--- src/rtl/ctrl_pkg.sv ---
// Shared definitions for the Fibonacci/Timer sequencing controller:
// state encoding, one-hot LED patterns and the frequency-code width.
package ctrl_pkg;

  localparam int PROG_W = 3;
  localparam int LED_W  = 6;

  typedef enum logic [2:0] {
    S_INIT   = 3'd0,
    S_FIB    = 3'd1,
    S_STOP_F = 3'd2,
    S_TIM    = 3'd3,
    S_STOP_T = 3'd4,
    S_DONE   = 3'd5
  } state_t;

  localparam logic [LED_W-1:0] LED_INIT   = 6'b000001;
  localparam logic [LED_W-1:0] LED_FIB    = 6'b000010;
  localparam logic [LED_W-1:0] LED_STOP_F = 6'b000100;
  localparam logic [LED_W-1:0] LED_TIM    = 6'b001000;
  localparam logic [LED_W-1:0] LED_STOP_T = 6'b010000;
  localparam logic [LED_W-1:0] LED_DONE   = 6'b100000;

endpackage

--- src/rtl/fsm_ctrl.sv ---
// Sequencing controller: chooses which generator (Fibonacci or Timer) runs,
// pauses or restarts, selects the displayed value, drives the state LEDs and
// latches the slow-clock frequency code for the divider.
module fsm_ctrl
  import ctrl_pkg::*;
(
  input  logic              clk,
  input  logic              rst,
  input  logic              start_f,
  input  logic              start_t,
  input  logic              stop_f_t,
  input  logic              update,
  input  logic [PROG_W-1:0] prog,
  input  logic              f_done,
  input  logic              t_done,
  output logic              en_fib,
  output logic              en_tim,
  output logic              fib_clr,
  output logic              tim_clr,
  output logic              disp_sel,
  output logic [PROG_W-1:0] prog_q,
  output logic              prog_load,
  output logic [LED_W-1:0]  led
);

  state_t state, next_state;
  logic   fib_clr_set, tim_clr_set;
  logic   disp_sel_next;
  logic   f_done_ok, t_done_ok;

  // A done level is ignored while its generator is being cleared, so a stale
  // done from the previous run cannot bounce us straight back into DONE.
  assign f_done_ok = f_done & ~fib_clr;
  assign t_done_ok = t_done & ~tim_clr;

  // State register plus the registered entry flags (clear pulses, display select).
  // NOTE: sequential state uses non-blocking assignments so every register
  // samples the pre-edge values; reset here is synchronous to clk.
  always_ff @(posedge clk) begin
    if (rst) begin
      state    <= S_INIT;
      fib_clr  <= 1'b0;
      tim_clr  <= 1'b0;
      disp_sel <= 1'b0;
    end else begin
      state    <= next_state;
      fib_clr  <= fib_clr_set;
      tim_clr  <= tim_clr_set;
      disp_sel <= disp_sel_next;
    end
  end

  // Next-state logic; priority is stop_f_t > done > start_f > start_t.
  // NOTE: every signal assigned here gets a default first, so no path can
  // leave one unassigned and infer a latch.
  always_comb begin
    next_state  = state;
    fib_clr_set = 1'b0;
    tim_clr_set = 1'b0;
    unique case (state)
      S_INIT, S_DONE: begin
        // Fresh start: the chosen generator is cleared on entry.
        if (start_f) begin
          next_state  = S_FIB;
          fib_clr_set = 1'b1;
        end else if (start_t) begin
          next_state  = S_TIM;
          tim_clr_set = 1'b1;
        end
      end
      S_FIB: begin
        if (stop_f_t)       next_state = S_STOP_F;
        else if (f_done_ok) next_state = S_DONE;
        else if (start_t)   next_state = S_TIM;   // Timer resumes its value
      end
      S_TIM: begin
        if (stop_f_t)       next_state = S_STOP_T;
        else if (t_done_ok) next_state = S_DONE;
        else if (start_f)   next_state = S_FIB;   // Fibonacci resumes its value
      end
      S_STOP_F, S_STOP_T: begin
        if (start_f)      next_state = S_FIB;
        else if (start_t) next_state = S_TIM;
      end
      default: next_state = S_INIT;
    endcase

    // Display follows the entered state; DONE keeps the finished generator shown.
    unique case (next_state)
      S_TIM, S_STOP_T: disp_sel_next = 1'b1;
      S_DONE:          disp_sel_next = disp_sel;
      default:         disp_sel_next = 1'b0;
    endcase
  end

  // Moore output decode from the state register.
  always_comb begin
    en_fib = (state == S_FIB);
    en_tim = (state == S_TIM);
    unique case (state)
      S_INIT:   led = LED_INIT;
      S_FIB:    led = LED_FIB;
      S_STOP_F: led = LED_STOP_F;
      S_TIM:    led = LED_TIM;
      S_STOP_T: led = LED_STOP_T;
      S_DONE:   led = LED_DONE;
      default:  led = LED_INIT;
    endcase
  end

  // Frequency code capture; the strobe marks the cycle after each capture.
  always_ff @(posedge clk) begin
    if (rst) begin
      prog_q    <= '0;
      prog_load <= 1'b0;
    end else begin
      if (update) prog_q <= prog;
      prog_load <= update;
    end
  end

endmodule

--- config.mk ---
export PLATFORM = sky130hd
export DESIGN_NAME = fsm_ctrl
export DESIGN_NICKNAME = d
export VERILOG_FILES = /design/src/rtl/ctrl_pkg.sv /design/src/rtl/fsm_ctrl.sv
export SDC_FILE = /design/constraint.sdc
export NUM_CORES = 1
export LEC_CHECK = 0
export ABC_CLOCK_PERIOD_IN_PS = 1300
export CAP_MARGIN = 20
export CORE_MARGIN = 5
export CORE_UTILIZATION = 36
export CTS_BUF_LIST = sky130_fd_sc_hd__clkbuf_4 sky130_fd_sc_hd__clkbuf_8
export DETAILED_ROUTE_END_ITERATION = 12
export PLACE_DENSITY = 0.73
export SETUP_SLACK_MARGIN = 0.4
export SYNTH_ARGS = -nofsm -noshare
export SYNTH_HDL_FRONTEND = slang
export SYNTH_SLANG_ARGS = --single-unit
--- constraint.sdc ---
create_clock -name clk -period 1.3 [get_ports clk]
set_input_delay 0.13 -clock clk [delete_from_list [all_inputs] [get_ports clk]]
set_output_delay 0.13 -clock clk [all_outputs]
set_load 0.02 [all_outputs]
==> impl_metrics.env, run 1 <==
export IMPL_route_detailed_vias_per_inst=5.16
export IMPL_worstHoldPathType="in -> reg"
export IMPL_critPathRequiredTime_ns=1.51
export IMPL_post_synth_top_area_fraction=0.377
export IMPL_grt_setup_unrepaired="true"
export IMPL_ios=26
export IMPL_post_synth_inst_count=63
export IMPL_final_max_slew_viol_count=0
export IMPL_r2r_slack_ns=-0.19
export IMPL_post_dp_hpwl_um=1180
export IMPL_clk_insertion_delay_late_ns=0.28
export IMPL_synth_warning_count=0
export IMPL_firstDrtPassIters=4
export IMPL_kind_of_critical_path="reg -> reg"
export IMPL_finalSetupViolations=13
export IMPL_run_status="complete, but fails checks"
export IMPL_cts_htree_levels=1
export IMPL_synth_area_leaders="dfxtp_1 (38%), nor2_1 (7.8%), nand2b_1 (5.9%), mux2i_1 (5.7%), inv_1 (3.5%)"
export IMPL_drive_above_1_share=0.582
export IMPL_postRouteAntennaNets=0
export IMPL_nNetsFinal=123
export IMPL_hold_ws_ns=0.478
export IMPL_max_cap_violations=0
export IMPL_power_per_cell_area_mw_per_mm2=987
export IMPL_pin_count_of_the_biggest_net_entering_global_routing=7
export IMPL_vdd_ir_drop_max_mv=0.645
export IMPL_ys_seq_area_frac=0.377
export IMPL_global_route_usage_total=0.145
export IMPL_total_leakage_power_nw=0.501
export IMPL_worstMarginPinSlew_ns=0.328
export IMPL_dieArea_mm2=0.00234
export IMPL_gp_congestion=0.760
export IMPL_insertedDiodeCount=0
export IMPL_critical_path_max_fanout=5
export IMPL_power_total_w=0.00108
export IMPL_synthArstFlopShare=0
export IMPL_drt_total_wl_um=2100
export IMPL_number_of_clock_sinks_seen_by_cts=10
export IMPL_placement_rows=13
export IMPL_crit_arrival_ns=1.70
export IMPL_violations="setup timing"
export IMPL_postSynthNetCount=75
export IMPL_antenna_found_initial=0
export IMPL_post_route_setup_slack_ns=-0.190
export IMPL_grt_overflow=0
export IMPL_fin_crit_sh=1.15
export IMPL_synth_avg_cell_area_um2=8.42
export IMPL_die_h_um=48.4
export IMPL_synth_top_cells_by_count="nor2_1 (11), dfxtp_1 (10), inv_1 (5), nand2b_1 (5)"
export IMPL_grt_first_pass_wirelength_um=2700
export IMPL_yosys_area_top_type="dfxtp_1"
export IMPL_syn_to_final_growth_pct=107
export IMPL_tritoncts="built"
export IMPL_mappedNetlistArea_um2=531
export IMPL_seq_area_um2=210
export IMPL_max_freq_ghz=0.671
export IMPL_portBuffers=25
export IMPL_launch_instance_of_the_worst_register_to_register_path="state[2]"
export IMPL_synth_seq_cells=10
export IMPL_drcViolationCount=0
export IMPL_finalWorstPathRequiredPeriod_ns=1.49
export IMPL_area_used_by_multi_input_combinational_logic_um2=402
export IMPL_start_kind="flip-flop"
export IMPL_design_core_area_mm2=0.00135
export IMPL_grt_pass1_vias=594
export IMPL_root_buffer="clkbuf_4"
export IMPL_avgRoutedWirePerCell_um=16.8
export IMPL_hold_start="prog[2]"
export IMPL_clock_path_buffers=2
export IMPL_max_slew_margin_rel=0.782
export IMPL_clk_pin_slew_worst_paths_ns=0.07
export IMPL_fillerInstances=84
export IMPL_cts_buffers=3
export IMPL_postLayoutCoreUtil=0.814
export IMPL_crit_start="state[2]"
export IMPL_synthMostInstantiatedCell="nor2_1"
export IMPL_clock_skew_final_ns=0.000331
export IMPL_cp_end_kind="flip-flop"
export IMPL_die_extent_in_x_um=48.4
export IMPL_initial_core_util=0.393
export IMPL_synth_ff_type="dfxtp_1"
export IMPL_number_of_synthesized_flops_with_an_enable_pin=0
export IMPL_detailedRoute_firstIterationViolations=10
export IMPL_report_final_hold_viol_count=0
export IMPL_holdBufCountCts=0
export IMPL_route_vias_total=645
export IMPL_ys_types=27
-- state kept, by name, indices dropped and copies added (netlist names) --
register   cells
tim_clr        1
fib_clr        1
prog_q         3
prog_load      1
state          3
disp_sel       1
-- layout by cell type (no fill, tap or decap), types with 2 or more instances in the layout --
cell	synthesis	layout
clkdlybuf4s50_1	0	10
buf_6	0	14
inv_1	5	4
nor2_1	11	7
buf_4	2	20
nor2b_1	3	3
dfxtp_1	10	4
clkbuf_4	0	3
nand3b_1	2	2
dfxtp_2	0	5
nand2b_4	0	2
nand2b_1	5	3
nor2_4	0	2
nor2_2	0	2
nor3_1	2	2
mux2i_1	3	3
-- metrics by stage --
| stage | setup TNS, ns | cell area, um^2 | setup slack, ns | cells |
|---|---|---|---|---|
| detailed placement | -2.16 | 946 | -0.264 | 116 |
| floorplan | 0 | 587 | 0.0946 | 63 |
| finish | -1.07 | 1100 | -0.190 | 125 |
| global route | -1.70 | 1100 | -0.254 | 125 |
| CTS | -0.416 | 1040 | -0.104 | 123 |
| global placement | -1.95 | 946 | -0.248 | 116 |
-- timing repair --
action | CTS | global route
setup buffers | 3 | 2
pin swaps | 7 | 6
setup endpoints to repair | 21 | 20
resized for setup | 88 | 16
-- layer usage --
| metal | GRT usage | vias up | part of all wire |
|---|---|---|---|
| met3 | 0.0459 | 11 | 0.050 |
| met4 | 0.0553 | 0 | 0.050 |
| met5 | 0 | - | 0 |
| li1 | - | 310 | - |
| met2 | 0.254 | 20 | 0.54 |
| met1 | 0.160 | 304 | 0.36 |
-- worst max-delay path, stage by stage (launching register included) --
cell	delay, ns
dfxtp_4	0.37
buf_6	0.11
buf_6	0.10
or2b_1	0.16
o211ai_1	0.13
or3_4	0.42
o22ai_2	0.13
-- cell families (layout without fill, tap and decap cells) --
family                     after synthesis  in the layout  share of synthesized area
and+or+nand+nor                         34             34                      0.368
DFF                                     10             10                      0.377
AOI/OAI and AO/OA                        8              8                      0.111
buffers and inverters                    7             54                     0.0637
muxes                                    3              3                     0.0566
adders and majority gates                1              1                     0.0236
-- power breakdown --
group	leakage [nW]	switching, W	internal [W]	total (W)
sequential	0.0849	0.0000206	0.000332	0.000353
combinational	0.395	0.000201	0.000234	0.000435
clock	0.0210	0.000126	0.000171	0.000297
total	0.501	0.000348	0.000736	0.00108
-- path summary, 6_finish.rpt --
path,cells after the start,to
setup / recovery,6,disp_sel
hold / removal,3,prog_q[2]
setup reg to reg,6,disp_sel
hold reg to reg,2,disp_sel
-- area by class of cell --
cell class | instances | area share
well taps | 15 | 0.0171
inverters | 5 | 0.0171
multi-input cells | 46 | 0.366
clock buffers | 4 | 0.0330
repair buffers | 45 | 0.376
flip-flops and latches | 10 | 0.191
Note: power is estimated with default switching activity, not from simulation.
==> run 2, diff against run 1 <==
Settings changed: CORE_AREA set to 5 5 42 44, CORE_MARGIN 5 to not set, CORE_UTILIZATION 36 to not set, DIE_AREA set to 0 0 47 49, DONT_BUFFER_PORTS set to 1, GPL_TIMING_DRIVEN set to 1, PLACE_DENSITY 0.73 to 0.53.
==> impl_metrics.env, run 2 (synthesis results as in run 1) <==
export IMPL_fillerInstances=143
export IMPL_vdd_ir_drop_max_mv=0.781
export IMPL_initial_core_util=0.379
export IMPL_run_status="finished clean"
export IMPL_final_max_slew_viol_count=0
export IMPL_dpl_cell_area_um2=637
export IMPL_hold_start="prog[2]"
export IMPL_total_leakage_power_nw=0.365
export IMPL_drive_above_1_share=0.494
export IMPL_die_extent_in_x_um=47
export IMPL_route_detailed_vias_per_inst=5.19
export IMPL_finalInstanceArea_um2=846
export IMPL_clock_skew_final_ns=0.00327
export IMPL_r2r_slack_ns=0.004
export IMPL_global_route_usage_met2=0.224
export IMPL_reg_largest_list="prog_q: 3 flops, state: 3 flops"
export IMPL_die_h_um=49
export IMPL_finalWorstPathRequiredPeriod_ns=1.30
export IMPL_post_route_setup_slack_ns=0.00447
export IMPL_postRouteAntennaNets=0
export IMPL_clk_insertion_delay_late_ns=0.26
export IMPL_post_dp_hpwl_um=948
export IMPL_globalRoute_busiestLayer="met2"
export IMPL_max_cap_violations=0
export IMPL_portBuffers=0
export IMPL_cts_buffers=3
export IMPL_root_buffer="clkbuf_4"
export IMPL_power_per_cell_area_mw_per_mm2=1110
export IMPL_critPathRequiredTime_ns=1.49
export IMPL_r2r_end="disp_sel"
export IMPL_hold_path_end="prog_q[2]"
export IMPL_final_setup_tns_ns=0
export IMPL_grt_setup_unrepaired="true"
export IMPL_worstHoldPathType="in -> reg"
export IMPL_critical_path_max_fanout=9
export IMPL_grt_first_pass_wirelength_um=2490
export IMPL_drt_total_wl_um=1430
export IMPL_gp_congestion=0.737
export IMPL_max_slew_margin_rel=0.800
export IMPL_cts_htree_levels=1
export IMPL_start_kind="flip-flop"
export IMPL_dieArea_mm2=0.00230
export IMPL_grt_pass1_vias=561
export IMPL_design_core_area_mm2=0.00140
export IMPL_preCtsSetupSlack_ns=0.00694
export IMPL_pin_count_of_the_biggest_net_entering_global_routing=10
export IMPL_syn_to_final_growth_pct=59.4
export IMPL_grt_overflow=0
export IMPL_ios=26
export IMPL_firstDrtPassIters=4
export IMPL_detailedRoute_firstIterationViolations=14
export IMPL_tritoncts="built"
export IMPL_avgRoutedWirePerCell_um=14.8
export IMPL_max_freq_ghz=0.772
export IMPL_grt_use_met1=0.188
export IMPL_report_final_hold_viol_count=0
export IMPL_reg2regPathDepth=4
export IMPL_clock_path_buffers=2
export IMPL_fin_crit_sh=0.997
export IMPL_layout_common_cells="nor2_1 (9), buf_4 (9), dfxtp_1 (5)"
export IMPL_crit_chain="or2b_4, o211ai_1, or3_1, o22ai_1"
export IMPL_timing_critical_path_slowest_stage_cell="dfxtp_4"
export IMPL_cp_end_kind="flip-flop"
export IMPL_worstMarginPinSlew_ns=0.299
export IMPL_global_route_usage_total=0.145
export IMPL_nNetsFinal=94
export IMPL_clk_pin_slew_worst_paths_ns=0.07
export IMPL_finalSetupViolations=0
export IMPL_antenna_found_initial=0
export IMPL_launch_instance_of_the_worst_register_to_register_path="state[0]"
export IMPL_kind_of_critical_path="reg -> reg"
export IMPL_min_delay_path_depth=2
export IMPL_drcViolationCount=0
export IMPL_worst_path_largest_cell_delay_ns=0.37
export IMPL_insertedDiodeCount=0
export IMPL_route_vias_total=503
export IMPL_grtUsageMet3=0.0443
export IMPL_placement_rows=14
export IMPL_number_of_clock_sinks_seen_by_cts=10
export IMPL_crit_arrival_ns=1.49
==> run 2: changes by cell type in the layout (fill, tap and decap cells not counted), moves of 2 or more <==
| cell | change |
|---|---|
| dlygate4sd3_1 | +3 |
| nand2b_4 | +2 |
| dfxtp_4 | +2 |
| nand2b_1 | -2 |
| buf_6 | -10 |
| clkdlybuf4s50_1 | -10 |
| nor2_1 | +2 |
| nor2_2 | -2 |
| buf_4 | -11 |
| dfxtp_2 | -3 |
==> run 2: metal layers <==
layer / wire length, um / vias up
li1: - / 253
met1: 642 / 237
met2: 729 / 13
met3: 62 / 0
met4: 0 / 0
met5: 0 / -
==> run 2: final cells by class <==
cell class,instances,area (um^2),share of cell area
repair buffers,16,143,0.169
clock buffers,4,36.3,0.0429
inverters,5,18.8,0.0222
multi-input cells,46,414,0.490
well taps,16,20.0,0.0237
flip-flops and latches,10,214,0.253
==> run 2: worst max-delay path, delay by kind of cell (launching register included) <==
kind,cells,cell delay (ns)
simple gates,2,0.58
flops,1,0.37
compound gates,2,0.27
==> run 2: how the worst max path moves through the flow <==
stage          startpoint  endpoint  slack [ns]
2_1_floorplan    state[2]  disp_sel        0.09
3_3_place_gp     state[2]  disp_sel        0.04
3_5_place_dp     state[2]  disp_sel       0.007
4_1_cts          state[1]    led[2]      -0.008
5_1_grt          state[1]    led[4]       -0.05
6_report         state[0]  disp_sel       0.004
==> run 2: power by group <==
| group | internal, W | total (W) | switching (W) |
|---|---|---|---|
| Sequential | 0.000332 | 0.000378 | 0.0000467 |
| Clock | 0.000170 | 0.000284 | 0.000114 |
| Combinational | 0.000148 | 0.000279 | 0.000132 |
==> run 2: metrics by stage <==
step                      hold WS (ns)  std cells  total power, W   util
after detailed placement         0.202         84        0.000585  0.454
after floorplan                  0.199         63        0.000539      -
after global routing            0.0133         97        0.000997  0.604
after CTS                      0.00704         96        0.000933  0.584
final                           0.0126         97        0.000942  0.604
after global placement           0.200         84        0.000585  0.454
==> run 2: repair_timing <==
action | CTS | global route
endpoints found under the setup margin | 14 | 15
hold buffers | 3 | 0
setup buffers | 5 | 1
resized for setup | 17 | 5
pin swaps | 6 | 1
endpoints found under the hold margin | 6 | 0
